==> config.mk <==
export PLATFORM = sky130hd
export DESIGN_NAME = xadc_sample_avg_flat
export DESIGN_NICKNAME = d
export VERILOG_FILES = /design/src/rtl/xadc_pkg.sv /design/src/rtl/xadc_sample_avg_if.sv /design/src/rtl/xadc_minmax_track.sv /design/src/rtl/xadc_sample_avg.sv /design/src/flat_wrapper.sv
export SDC_FILE = /design/constraint.sdc
export NUM_CORES = 1
export LEC_CHECK = 0
export ABC_CLOCK_PERIOD_IN_PS = 6300
export CELL_PAD_IN_SITES_DETAIL_PLACEMENT = 0
export CELL_PAD_IN_SITES_GLOBAL_PLACEMENT = 1
export CORE_ASPECT_RATIO = 0.6
export CORE_MARGIN = 3
export CORE_UTILIZATION = 43
export DETAILED_ROUTE_END_ITERATION = 7
export PLACE_DENSITY_LB_ADDON = 0.1
export SYNTH_ARGS = -nofsm -noshare
export SYNTH_HDL_FRONTEND = slang
export SYNTH_SLANG_ARGS = --single-unit
export TNS_END_PERCENT = 50
==> constraint.sdc <==
create_clock -name clk -period 6.3 [get_ports clk]
set_input_delay 1.26 -clock clk [delete_from_list [all_inputs] [get_ports clk]]
set_output_delay 1.26 -clock clk [all_outputs]
set_load 0.01 [all_outputs]
==> src/rtl/xadc_pkg.sv <==
// Shared definitions for the XADC sample-averaging datapath: sample width,
// DRP channel addresses and the averager state encoding.
package xadc_pkg;

  localparam int XADC_SAMPLE_W = 12;

  localparam logic [4:0] CH_TEMP  = 5'h00;
  localparam logic [4:0] CH_VAUX6 = 5'h16;

  typedef enum logic {
    IDLE,
    ACCUM
  } avg_state_e;

endpackage

==> src/rtl/xadc_sample_avg_if.sv <==
// DRP read-result stream from the XADC wizard plus the averaged-result
// valid/ready stream towards the display logic.
interface xadc_sample_avg_if;
  import xadc_pkg::*;

  logic                     drdy_in;
  logic [15:0]              do_in;
  logic [4:0]               channel_in;
  logic [XADC_SAMPLE_W-1:0] avg_data;
  logic                     avg_valid;
  logic                     avg_ready;

  // The averager: consumes DRP results, produces averages.
  modport slave (
    input  drdy_in,
    input  do_in,
    input  channel_in,
    input  avg_ready,
    output avg_data,
    output avg_valid
  );

  // The environment: XADC wizard on one side, display consumer on the other.
  modport master (
    output drdy_in,
    output do_in,
    output channel_in,
    output avg_ready,
    input  avg_data,
    input  avg_valid
  );

endinterface

==> src/rtl/xadc_minmax_track.sv <==
// Running minimum/maximum of accepted raw XADC samples with a synchronous
// clear; a clear coinciding with a sample seeds both extremes with it.
module xadc_minmax_track
  import xadc_pkg::*;
(
  input  logic                     clk,
  input  logic                     reset_n,
  input  logic                     sample_vld,
  input  logic [XADC_SAMPLE_W-1:0] sample,
  input  logic                     clr,
  output logic [XADC_SAMPLE_W-1:0] min_out,
  output logic [XADC_SAMPLE_W-1:0] max_out
);

  logic [XADC_SAMPLE_W-1:0] min_p1;
  logic [XADC_SAMPLE_W-1:0] max_p1;

  always_ff @(posedge clk or negedge reset_n) begin
    if (!reset_n) begin
      min_p1 <= '1;
      max_p1 <= '0;
    end else if (clr) begin
      min_p1 <= sample_vld ? sample : '1;
      max_p1 <= sample_vld ? sample : '0;
    end else if (sample_vld) begin
      if (sample < min_p1) min_p1 <= sample;
      if (sample > max_p1) max_p1 <= sample;
    end
  end

  assign min_out = min_p1;
  assign max_out = max_p1;

endmodule

==> src/rtl/xadc_sample_avg.sv <==
// Channel-qualified box-car average of 2^LOG2_N XADC DRP results with a
// valid/ready output. Define XADC_AVG_MINMAX_EN to add min/max tracking.
module xadc_sample_avg
  import xadc_pkg::*;
#(
  parameter logic [4:0] CHANNEL = CH_VAUX6,
  parameter int         LOG2_N  = 4
) (
  input  logic                     clk,
  input  logic                     reset_n,
  input  logic                     en,
  xadc_sample_avg_if.slave         dbus,
  output logic [XADC_SAMPLE_W-1:0] last_sample,
  output logic [7:0]               overrun_cnt
`ifdef XADC_AVG_MINMAX_EN
  ,
  input  logic                     minmax_clr,
  output logic [XADC_SAMPLE_W-1:0] min_out,
  output logic [XADC_SAMPLE_W-1:0] max_out
`endif
);

  // Wide enough to hold N full-scale samples, so the sum never wraps.
  localparam int ACC_W = XADC_SAMPLE_W + LOG2_N;

  function automatic logic [XADC_SAMPLE_W-1:0] trunc_avg(input logic [ACC_W-1:0] s);
    return XADC_SAMPLE_W'(s >> LOG2_N);
  endfunction

  function automatic logic [7:0] sat_inc8(input logic [7:0] v);
    return (v == 8'hFF) ? v : v + 8'd1;
  endfunction

  avg_state_e               state_p1;
  logic [ACC_W-1:0]         acc_p1;
  logic [LOG2_N-1:0]        cnt_p1;
  logic [XADC_SAMPLE_W-1:0] avg_data_p1;
  logic                     vld_p1;
  logic [XADC_SAMPLE_W-1:0] last_sample_p1;
  logic [7:0]               overrun_p1;

  logic [XADC_SAMPLE_W-1:0] sample_p0;
  logic                     acc_ok_p0;
  logic                     take_p0;
  logic                     final_p0;
  logic [ACC_W-1:0]         sum_p0;
  logic                     unused_do_lsbs;

  // Stage 0: qualify the DRP result and form the running sum.
  assign sample_p0      = dbus.do_in[15:4];
  assign unused_do_lsbs = &{1'b0, dbus.do_in[3:0]};
  assign acc_ok_p0      = en & dbus.drdy_in & (dbus.channel_in == CHANNEL);
  assign take_p0        = acc_ok_p0 & (state_p1 == ACCUM);
  assign final_p0       = (cnt_p1 == {LOG2_N{1'b1}});
  assign sum_p0         = acc_p1 + ACC_W'(sample_p0);

  // Stage 1: accumulator, averager FSM and output handshake.
  always_ff @(posedge clk or negedge reset_n) begin
    if (!reset_n) begin
      state_p1       <= IDLE;
      acc_p1         <= '0;
      cnt_p1         <= '0;
      avg_data_p1    <= '0;
      vld_p1         <= 1'b0;
      last_sample_p1 <= '0;
      overrun_p1     <= '0;
    end else begin
      // A completion on this edge overrides the transfer-driven drop below.
      if (vld_p1 && dbus.avg_ready) vld_p1 <= 1'b0;

      case (state_p1)
        IDLE: begin
          acc_p1 <= '0;
          cnt_p1 <= '0;
          if (en) state_p1 <= ACCUM;
        end
        ACCUM: begin
          if (!en) begin
            state_p1 <= IDLE;
            acc_p1   <= '0;
            cnt_p1   <= '0;
          end else if (take_p0) begin
            last_sample_p1 <= sample_p0;
            if (final_p0) begin
              avg_data_p1 <= trunc_avg(sum_p0);
              vld_p1      <= 1'b1;
              if (vld_p1 && !dbus.avg_ready) overrun_p1 <= sat_inc8(overrun_p1);
              acc_p1      <= '0;
              cnt_p1      <= '0;
            end else begin
              acc_p1 <= sum_p0;
              cnt_p1 <= cnt_p1 + LOG2_N'(1);
            end
          end
        end
      endcase
    end
  end

  assign dbus.avg_data  = avg_data_p1;
  assign dbus.avg_valid = vld_p1;
  assign last_sample    = last_sample_p1;
  assign overrun_cnt    = overrun_p1;

`ifdef XADC_AVG_MINMAX_EN
  xadc_minmax_track u_minmax (
    .clk        (clk),
    .reset_n    (reset_n),
    .sample_vld (take_p0),
    .sample     (sample_p0),
    .clr        (minmax_clr),
    .min_out    (min_out),
    .max_out    (max_out)
  );
`endif

endmodule

==> src/flat_wrapper.sv <==
// flat-port wrapper written by rule: the top's interface ports become plain ports
module xadc_sample_avg_flat import xadc_pkg::*;
#(
  parameter logic [4:0] CHANNEL = CH_VAUX6,
  parameter int         LOG2_N  = 4
)
  (clk, reset_n, en, last_sample, overrun_cnt, dbus_drdy_in, dbus_do_in, dbus_channel_in, dbus_avg_ready, dbus_avg_data, dbus_avg_valid);
  xadc_sample_avg_if dbus_i ();
  input  logic clk;
  input  logic reset_n;
  input  logic en;
  output logic [XADC_SAMPLE_W-1:0] last_sample;
  output logic [7:0] overrun_cnt;
  input wire logic [$bits(dbus_i.drdy_in)-1:0] dbus_drdy_in;
  input wire logic [$bits(dbus_i.do_in)-1:0] dbus_do_in;
  input wire logic [$bits(dbus_i.channel_in)-1:0] dbus_channel_in;
  input wire logic [$bits(dbus_i.avg_ready)-1:0] dbus_avg_ready;
  output wire logic [$bits(dbus_i.avg_data)-1:0] dbus_avg_data;
  output wire logic [$bits(dbus_i.avg_valid)-1:0] dbus_avg_valid;
  assign dbus_i.drdy_in = dbus_drdy_in;
  assign dbus_i.do_in = dbus_do_in;
  assign dbus_i.channel_in = dbus_channel_in;
  assign dbus_i.avg_ready = dbus_avg_ready;
  assign dbus_avg_data = dbus_i.avg_data;
  assign dbus_avg_valid = dbus_i.avg_valid;
  xadc_sample_avg #(.CHANNEL(CHANNEL), .LOG2_N(LOG2_N)) u_core (.clk(clk), .reset_n(reset_n), .en(en), .dbus(dbus_i), .last_sample(last_sample), .overrun_cnt(overrun_cnt));
endmodule
==> results.tsv, run 1 <==
metric	value	unit
netlist_area	2860	um2
die_h	69.2	um
seq_area_frac_synth	47.2	%
drt-total-wl	6.34	mm
drtPass1Iterations	4	
setup_ws	2590	ps
place_ws	2210	ps
fin_crit	3710	ps
yosys.area_share.simple	16.0	%
finalHoldViolCount	0	
post_cts_buffers	0	
fin_nets	363	
dp_hpwl	4.62	mm
design_area	3610	um2
viasPerCell	5.28	
clockRootBuffer	clkbuf_8	
ys.flop_type	dfrtp_1	
dpl_cell_area	3470	um2
critical_path_required	6540	ps
setup-violations-final	0	
portBuffers	54	
grt-ovfl-total	0	
end_kind	flop	
period_share	58.9	%
synth_xor_area_share	6.38	%
outcome	finished, final reports clean	
fmaxAchievable	270	MHz
htreeDepth	2	
holdCritPathClass	flop to flop	
grt_pass1_vias	2063	
tns	0	ps
ys_types	49	
syn-num-nets	310	
slew_viol_final	0	
fp.dieArea	7710	um2
grt_pass1_wl	10.8	mm
cts-hold-fix-buffers	0	
slew_headroom	38.2	%
cp_cell_sequence	clkdlybuf4s50_1 > and4_1 > and2_1 > nand2_1 > or3_1 > a31oi_1	
cts_num_sinks	54	
grt_max_degree	55	
synth-compound-area-share	13.5	%
synth-edff-count	0	
peakVddDrop	0.130	mV
cts-resized-gates	0	
layout-drive-gt1-share	11.8	%
drv_cap	0	
synth_warnings	0	
synth_top_family_by_area	simple AND/OR/NAND/NOR gates	
syn_area_per_cell	10.6	um2
area_growth	26.2	%
crit_path_max_incr_delay	760	ps
ys_async_sr_fraction	100	%
antennaDiodeCount	0	
p_per_area	197	nW/um2
path_max_fanout	18	
antenna_found_initial	0	
path_class	input pin to flop	
clock_latency	310	ps
cts_buffers	5	
final_common_cell	dfrtp_1	
ios	59	
synthAdderAreaFrac	6.82	%
cts_tree	built	
tightest_slew	928	ps
fp.dieW	111	um
clockBufferDepth	2	
core-area	6280	um2
synthMuxAreaShare	7.38	%
gp_congestion	0.823	
start_util	45.6	%
drc	0	
drtIter0Drc	115	
most-common-layout-cells	dfrtp_1, clkdlybuf4s50_1, nand2_1	
clk_pin_slew_worst_paths	100	ps
final_antenna_net_count	0	
fin_util	57.6	%
worstSetupStartpointType	input pin	
crit_slowest_cell	and2_1	
row_count	22	
synth_cells	269	
vias	2148	
p_leak	0.00165	uW
synth_seq_cells	54	
clock_skew	9.87	ps
rsz0062_at_grt	no	
grt_usage	17.3	%
route.detailed.wl_per_inst	15.6	um
cp.arrival	3950	ps
==> metal layers <==
metal,vias up,wire [um],global-route usage (%)
met5,-,0,0
met4,0,40,3.24
met3,5,341,4.45
met2,51,2490,21.9
met1,1015,3470,28.9
li1,1077,-,-
==> state kept, by name (all words and copies together), names as in the netlist <==
| register | flops |
|---|---|
| u_core.state_p1 | 1 |
| u_core.last_sample | 12 |
| u_core.overrun_cnt | 8 |
| u_core.dbus.avg_valid | 1 |
| u_core.dbus.avg_data | 12 |
| u_core.cnt_p1 | 4 |
| u_core.acc_p1 | 16 |
==> worst max-delay path: cells and delay by family <==
kind | cells | cell delay [ps]
and+or+nand+nor | 4 | 2020
AOI/OAI and AO/OA | 1 | 160
buffers and inverters | 1 | 490
==> metrics by stage <==
step	hold slack (ps)	std cells	power, uW
floorplan	454	269	392
global placement	466	399	433
detailed placement	475	399	434
CTS	498	407	720
global route	517	407	740
finish	490	407	711
==> final cells by class <==
type / count / area, um2
fill: 570 / 2660
multi-input combinational: 197 / 1430
timing repair buffer: 56 / 551
clock inverter: 2 / 60.1
inverter: 8 / 30.0
sequential: 54 / 1350
tap: 84 / 105
clock buffer: 6 / 82.6
==> cells in the mapped netlist, drive strengths merged, types with 7 or more instances <==
cell | number | area share, %
a21oi | 9 | 1.6
a31oi | 8 | 1.7
dfrtp | 54 | 47
ha | 14 | 6.1
inv | 8 | 1.0
mux2 | 17 | 6.7
nand2 | 32 | 4.2
nand3 | 8 | 1.8
nand4 | 7 | 1.5
nor2 | 11 | 1.7
o21ai | 15 | 2.6
xnor2 | 9 | 2.8
xor2 | 11 | 3.6
==> kinds of logic after synthesis <==
group                      Yosys count
adders and majority gates           15
AOI/OAI and AO/OA                   58
DFF                                 54
buffers and inverters               18
muxes                               19
and+or+nand+nor                     85
xor gates and xnor gates            20
==> path summary, 6_finish.rpt <==
| check | start | end | slack, ps | depth (start not counted) |
|---|---|---|---|---|
| setup / recovery | en | u_core.acc_p1[12] | 2590 | 6 |
| hold / removal | u_core.dbus.avg_data[10] | u_core.dbus.avg_data[10] | 490 | 2 |
| setup reg to reg | u_core.state_p1 | u_core.acc_p1[12] | 3670 | 5 |
| hold reg to reg | u_core.dbus.avg_data[10] | u_core.dbus.avg_data[10] | 490 | 2 |
| min in group asynchronous | reset_n | u_core.last_sample[4] | 1070 | 2 |
| max in group asynchronous | reset_n | u_core.acc_p1[10] | 4780 | 2 |
==> where the power goes <==
group          leakage, uW  total [uW]  switching [uW]  internal [uW]
logic             0.000830        67.9            31.7           36.2
registers         0.000748         358            4.03            354
clock network    0.0000714         285             115            169
No activity file was read; power rests on OpenSTA's default activity.
==> run 2, diff against run 1 <==
--- a/config.mk
+++ b/config.mk
@@ -5,12 +5,12 @@
 export SDC_FILE = /design/constraint.sdc
 export NUM_CORES = 1
 export LEC_CHECK = 0
-export ABC_CLOCK_PERIOD_IN_PS = 6300
+export ABC_CLOCK_PERIOD_IN_PS = 3000
 export CELL_PAD_IN_SITES_DETAIL_PLACEMENT = 0
 export CELL_PAD_IN_SITES_GLOBAL_PLACEMENT = 1
 export CORE_ASPECT_RATIO = 0.6
 export CORE_MARGIN = 3
-export CORE_UTILIZATION = 43
+export CORE_UTILIZATION = 36
 export DETAILED_ROUTE_END_ITERATION = 7
 export PLACE_DENSITY_LB_ADDON = 0.1
 export SYNTH_ARGS = -nofsm -noshare
==> constraint.sdc (replaced) <==
create_clock -name clk -period 3 [get_ports clk]
set_input_delay 0.6 -clock clk [delete_from_list [all_inputs] [get_ports clk]]
set_output_delay 0.6 -clock clk [all_outputs]
set_load 0.01 [all_outputs]
==> results.tsv, run 2 (synthesized netlist as in run 1, its figures left out) <==
metric	value	unit
worstSetupStartpointType	input pin	
fmaxAchievable	359	MHz
crit_slowest_cell	or4b_2	
clock_skew	2.16	ps
clk_pin_slew_worst_paths	70	ps
drtPass1Iterations	6	
finalHoldViolCount	0	
post_cts_buffers	0	
grt_pass1_vias	2103	
cts-hold-fix-buffers	0	
met3WireLength	372	um
fin_util	50.2	%
portBuffers	54	
ios	59	
crit_top_cell	nand3_1	
drtIter0Drc	130	
critical_path_required	3230	ps
gp_congestion	0.810	
reg2regPathDepth	9	
drv_cap	0	
antennaDiodeCount	0	
row_count	24	
drt-total-wl	6.78	mm
cts_tree	built	
vias	2233	
seqCellArea	1350	um2
grt_max_degree	55	
wl_met1	3.81	mm
setup-violations-final	0	
drc	0	
dpl_cell_area	3590	um2
grt_pass1_wl	11.1	mm
path_max_fanout	2	
antenna_found_initial	0	
grt-ovfl-total	0	
power_switching	335	uW
viasPerCell	5.10	
intPower	1230	uW
fillers	713	
rsz0062_at_grt	no	
cp.arrival	3020	ps
most-common-layout-cells	dfrtp_1, clkdlybuf4s50_1, nand2_1	
finalNonFillerCells	438	
place_ws	-93.1	ps
outcome	finished, final reports clean	
fp.dieW	121	um
core-area	7480	um2
swShare	21.4	%
path_depth	10	
p_per_area	418	nW/um2
layout-drive-gt1-share	14.7	%
dr_wl_met2	2.52	mm
crit_path_max_incr_delay	630	ps
period_share	92.9	%
multi_input_area	1430	um2
design_area	3750	um2
dp_hpwl	5.14	mm
htreeDepth	2	
clockBufferDepth	2	
slew_headroom	53.4	%
holdCritPathClass	input pin to async pin	
slew_viol_final	0	
top_register	u_core.acc_p1	
route.detailed.wl_per_inst	15.5	um
critPathBufInv	2	
grt_usage	16.0	%
largest_register_ffs	16	
p_leak	0.00172	uW
top_layer	met4	
clock_latency	290	ps
dp_cells	431	
path_class	input pin to flop	
p_comb_share	9.3	%
final_antenna_net_count	0	
end_kind	flop	
fin_nets	375	
critPathTopFamily	simple AND/OR/NAND/NOR gates	
fp.dieArea	9100	um2
start_util	38.3	%
cts_num_sinks	54	
clock_power_share	42.7	%
area_growth	31.1	%
seqPwrFrac	47.9	%
cp_cell_sequence	clkdlybuf4s50_1 > ha_1 > inv_1 > fa_1 > and2b_1 > o2111ai_1 > nand3_1 > a221oi_2 > or4b_2 > nand3_1	
clockRootBuffer	clkbuf_16	
cts-resized-gates	0	
final_common_cell	dfrtp_1	
cts_buffers	5	
die_h	75.1	um
setup_ws	214	ps
fin_crit	2790	ps
tightest_slew	699	ps
peakVddDrop	0.163	mV
## run 2: cell types whose count changed in the layout (fill, tap and decap cells not counted)
cell	previous run	this run
clkbuf_16	0	5
bufinv_16	2	1
buf_4	2	14
clkbuf_8	6	1
## run 2: path summary, 6_finish.rpt
check,from,to,slack [ps]
worst max-delay path,dbus_do_in[4],u_core.dbus.avg_data[6],210
worst min-delay path,reset_n,u_core.last_sample[1],430
worst max register to register,u_core.acc_p1[0],u_core.dbus.avg_data[6],650
worst min register to register,u_core.dbus.avg_data[8],u_core.dbus.avg_data[8],480
max in group asynchronous,reset_n,u_core.last_sample[11],2100
min in group clk,u_core.dbus.avg_data[8],u_core.dbus.avg_data[8],480
## run 2: power groups by stage
stage	combinational (uW)	clock, uW	sequential [uW]
6_report	146	670	752
5_1_grt	160	717	754
3_3_place_gp	147	0	766
3_5_place_dp	148	0	766
4_1_cts	149	693	752
2_1_floorplan	49.4	0	773
## run 2: through the flow
stage / hold slack, ps / setup TNS [ps] / total power, uW
floorplan: 304 / 0 / 823
global placement: 464 / -110 / 913
detailed placement: 477 / -93.1 / 914
CTS: 466 / 0 / 1590
global route: 492 / 0 / 1630
finish: 428 / 0 / 1570
## run 2: routing by layer
layer,global-route usage [%],up-vias
li1,-,1097
met2,20.5,52
met5,0,-
met3,3.98,10
met4,4.84,0
met1,25.6,1074
## run 2: final cells by class
cell class / instances / share of cell area, %
Inverter: 8 / 0.800
Multi-Input combinational cell: 197 / 38.2
Clock inverter: 1 / 0.800
Clock buffer: 6 / 3.70
Sequential cell: 54 / 36.0
Tap cell: 104 / 3.47
Timing Repair Buffer: 68 / 17.1
==> run 3, diff against run 2 <==
--- a/config.mk
+++ b/config.mk
@@ -5,12 +5,12 @@
 export SDC_FILE = /design/constraint.sdc
 export NUM_CORES = 1
 export LEC_CHECK = 0
-export ABC_CLOCK_PERIOD_IN_PS = 3000
+export ABC_CLOCK_PERIOD_IN_PS = 3500
 export CELL_PAD_IN_SITES_DETAIL_PLACEMENT = 0
 export CELL_PAD_IN_SITES_GLOBAL_PLACEMENT = 1
 export CORE_ASPECT_RATIO = 0.6
 export CORE_MARGIN = 3
-export CORE_UTILIZATION = 36
+export CORE_UTILIZATION = 43
 export DETAILED_ROUTE_END_ITERATION = 7
 export PLACE_DENSITY_LB_ADDON = 0.1
 export SYNTH_ARGS = -nofsm -noshare
==> constraint.sdc (replaced) <==
create_clock -name clk -period 3.5 [get_ports clk]
set_input_delay 0.7 -clock clk [delete_from_list [all_inputs] [get_ports clk]]
set_output_delay 0.7 -clock clk [all_outputs]
set_load 0.01 [all_outputs]
==> results.tsv, run 3 (synthesized netlist as in run 1, its figures left out) <==
metric	value	unit
p_per_area	327	nW/um2
die_h	69.2	um
drt-total-wl	6.56	mm
antenna_found_initial	0	
drtIter0Drc	97	
grt-ovfl-total	0	
most-common-layout-cells	dfrtp_1, clkdlybuf4s50_1, nand2_1	
slew_headroom	39.1	%
fin_nets	368	
grt_pass1_wl	11.2	mm
area_growth	26.3	%
grt_pass1_vias	2092	
dp_hpwl	4.98	mm
reg2regPathDepth	9	
viasPerCell	5.35	
p_leak	0.00166	uW
post_cts_buffers	0	
clockBufferDepth	2	
timing.rr.start	u_core.acc_p1[0]	
fin_crit	3070	ps
fp.dieArea	7710	um2
clock_latency	310	ps
largest_register_ffs	16	
cts_buffers	5	
slew_viol_final	0	
grt_usage	17.9	%
layout-drive-gt1-share	13.1	%
critical_path_required	3750	ps
row_count	22	
path_max_fanout	3	
htreeDepth	2	
gp_congestion	0.835	
min_from	u_core.dbus.avg_data[4]	
finalHoldViolCount	0	
drc	0	
cts-resized-gates	0	
peakVddDrop	0.235	mV
rsz0062_at_grt	no	
fmaxAchievable	326	MHz
cp.arrival	3320	ps
r2r-end	u_core.dbus.avg_data[6]	
core-area	6280	um2
worstHoldPathCells	2	
fin_util	57.6	%
cts-hold-fix-buffers	0	
grt_max_degree	41	
period_share	87.7	%
clockRootBuffer	clkbuf_8	
holdCritPathClass	flop to flop	
portBuffers	54	
finalNonFillerCells	412	
outcome	finished, final reports clean	
fillers	574	
path_class	input pin to flop	
final_common_cell	dfrtp_1	
antennaDiodeCount	0	
dp_cells	404	
clock_skew	9.65	ps
clk_pin_slew_worst_paths	90	ps
tightest_slew	914	ps
vias	2205	
top_register	u_core.acc_p1	
start_util	45.6	%
final_antenna_net_count	0	
drv_cap	0	
fp.dieW	111	um
route.detailed.wl_per_inst	15.9	um
tns	0	ps
r2r_slack	960	ps
ios	59	
cts_tree	built	
setup-violations-final	0	
drtPass1Iterations	4	
min_to	u_core.dbus.avg_data[4]	
end_kind	flop	
hold_slack	493	ps
worstSetupStartpointType	input pin	
cts_num_sinks	54	
## run 3: worst max-delay path by stage
stage,startpoint,slack (ps),depth (start not counted),to
3_5_place_dp,dbus_do_in[4],120,10,u_core.dbus.avg_data[6]
5_1_grt,dbus_do_in[4],300,10,u_core.dbus.avg_data[6]
6_report,dbus_do_in[4],430,10,u_core.dbus.avg_data[6]
4_1_cts,dbus_do_in[4],450,10,u_core.dbus.avg_data[6]
2_1_floorplan,dbus_do_in[4],890,9,u_core.dbus.avg_data[6]
3_3_place_gp,dbus_do_in[4],200,10,u_core.dbus.avg_data[6]
## run 3: critical path: stages
cell and delay (ps):
clkdlybuf4s50_1 490, ha_1 180, inv_1 60, fa_1 400, and2b_1 230, o2111ai_1 160
nand3_1 240, a221oi_2 120, or4b_2 640, nand3_1 90
## run 3: per-stage QoR
stage               instance area (um2)  total power [uW]  setup slack (ps)
global route                       3620              1240               296
CTS                                3620              1210               447
finish                             3620              1180               429
floorplan                          2860               705               887
detailed placement                 3510               783               124
global placement                   3510               781               196
## run 3: final cells by class
type,count,area [um2],area share [%]
multi-input cells,197,1430,39.6
flip-flops and latches,54,1350,37.4
inverters,8,30.0,0.830
clock inverters,3,40.0,1.11
clock buffers,5,68.8,1.90
well taps,84,105,2.91
repair buffers,61,588,16.3
## run 3: layer usage
layer | track usage [%] | wire length (um) | part of all wire (%) | vias to the layer above
li1 | - | - | - | 1083
met1 | 29.5 | 3450 | 53 | 1056
met2 | 23.1 | 2630 | 40 | 61
met3 | 4.71 | 450 | 6.9 | 5
met4 | 3.51 | 31 | 0.47 | 0
met5 | 0 | 0 | 0 | -
## run 3: where the power goes
part / total [uW] / leakage (uW) / switching (uW) / internal, uW
Clock: 414 / 0.0000579 / 203 / 211
Combinational: 125 / 0.000854 / 58.7 / 66.0
Sequential: 644 / 0.000748 / 7.35 / 637
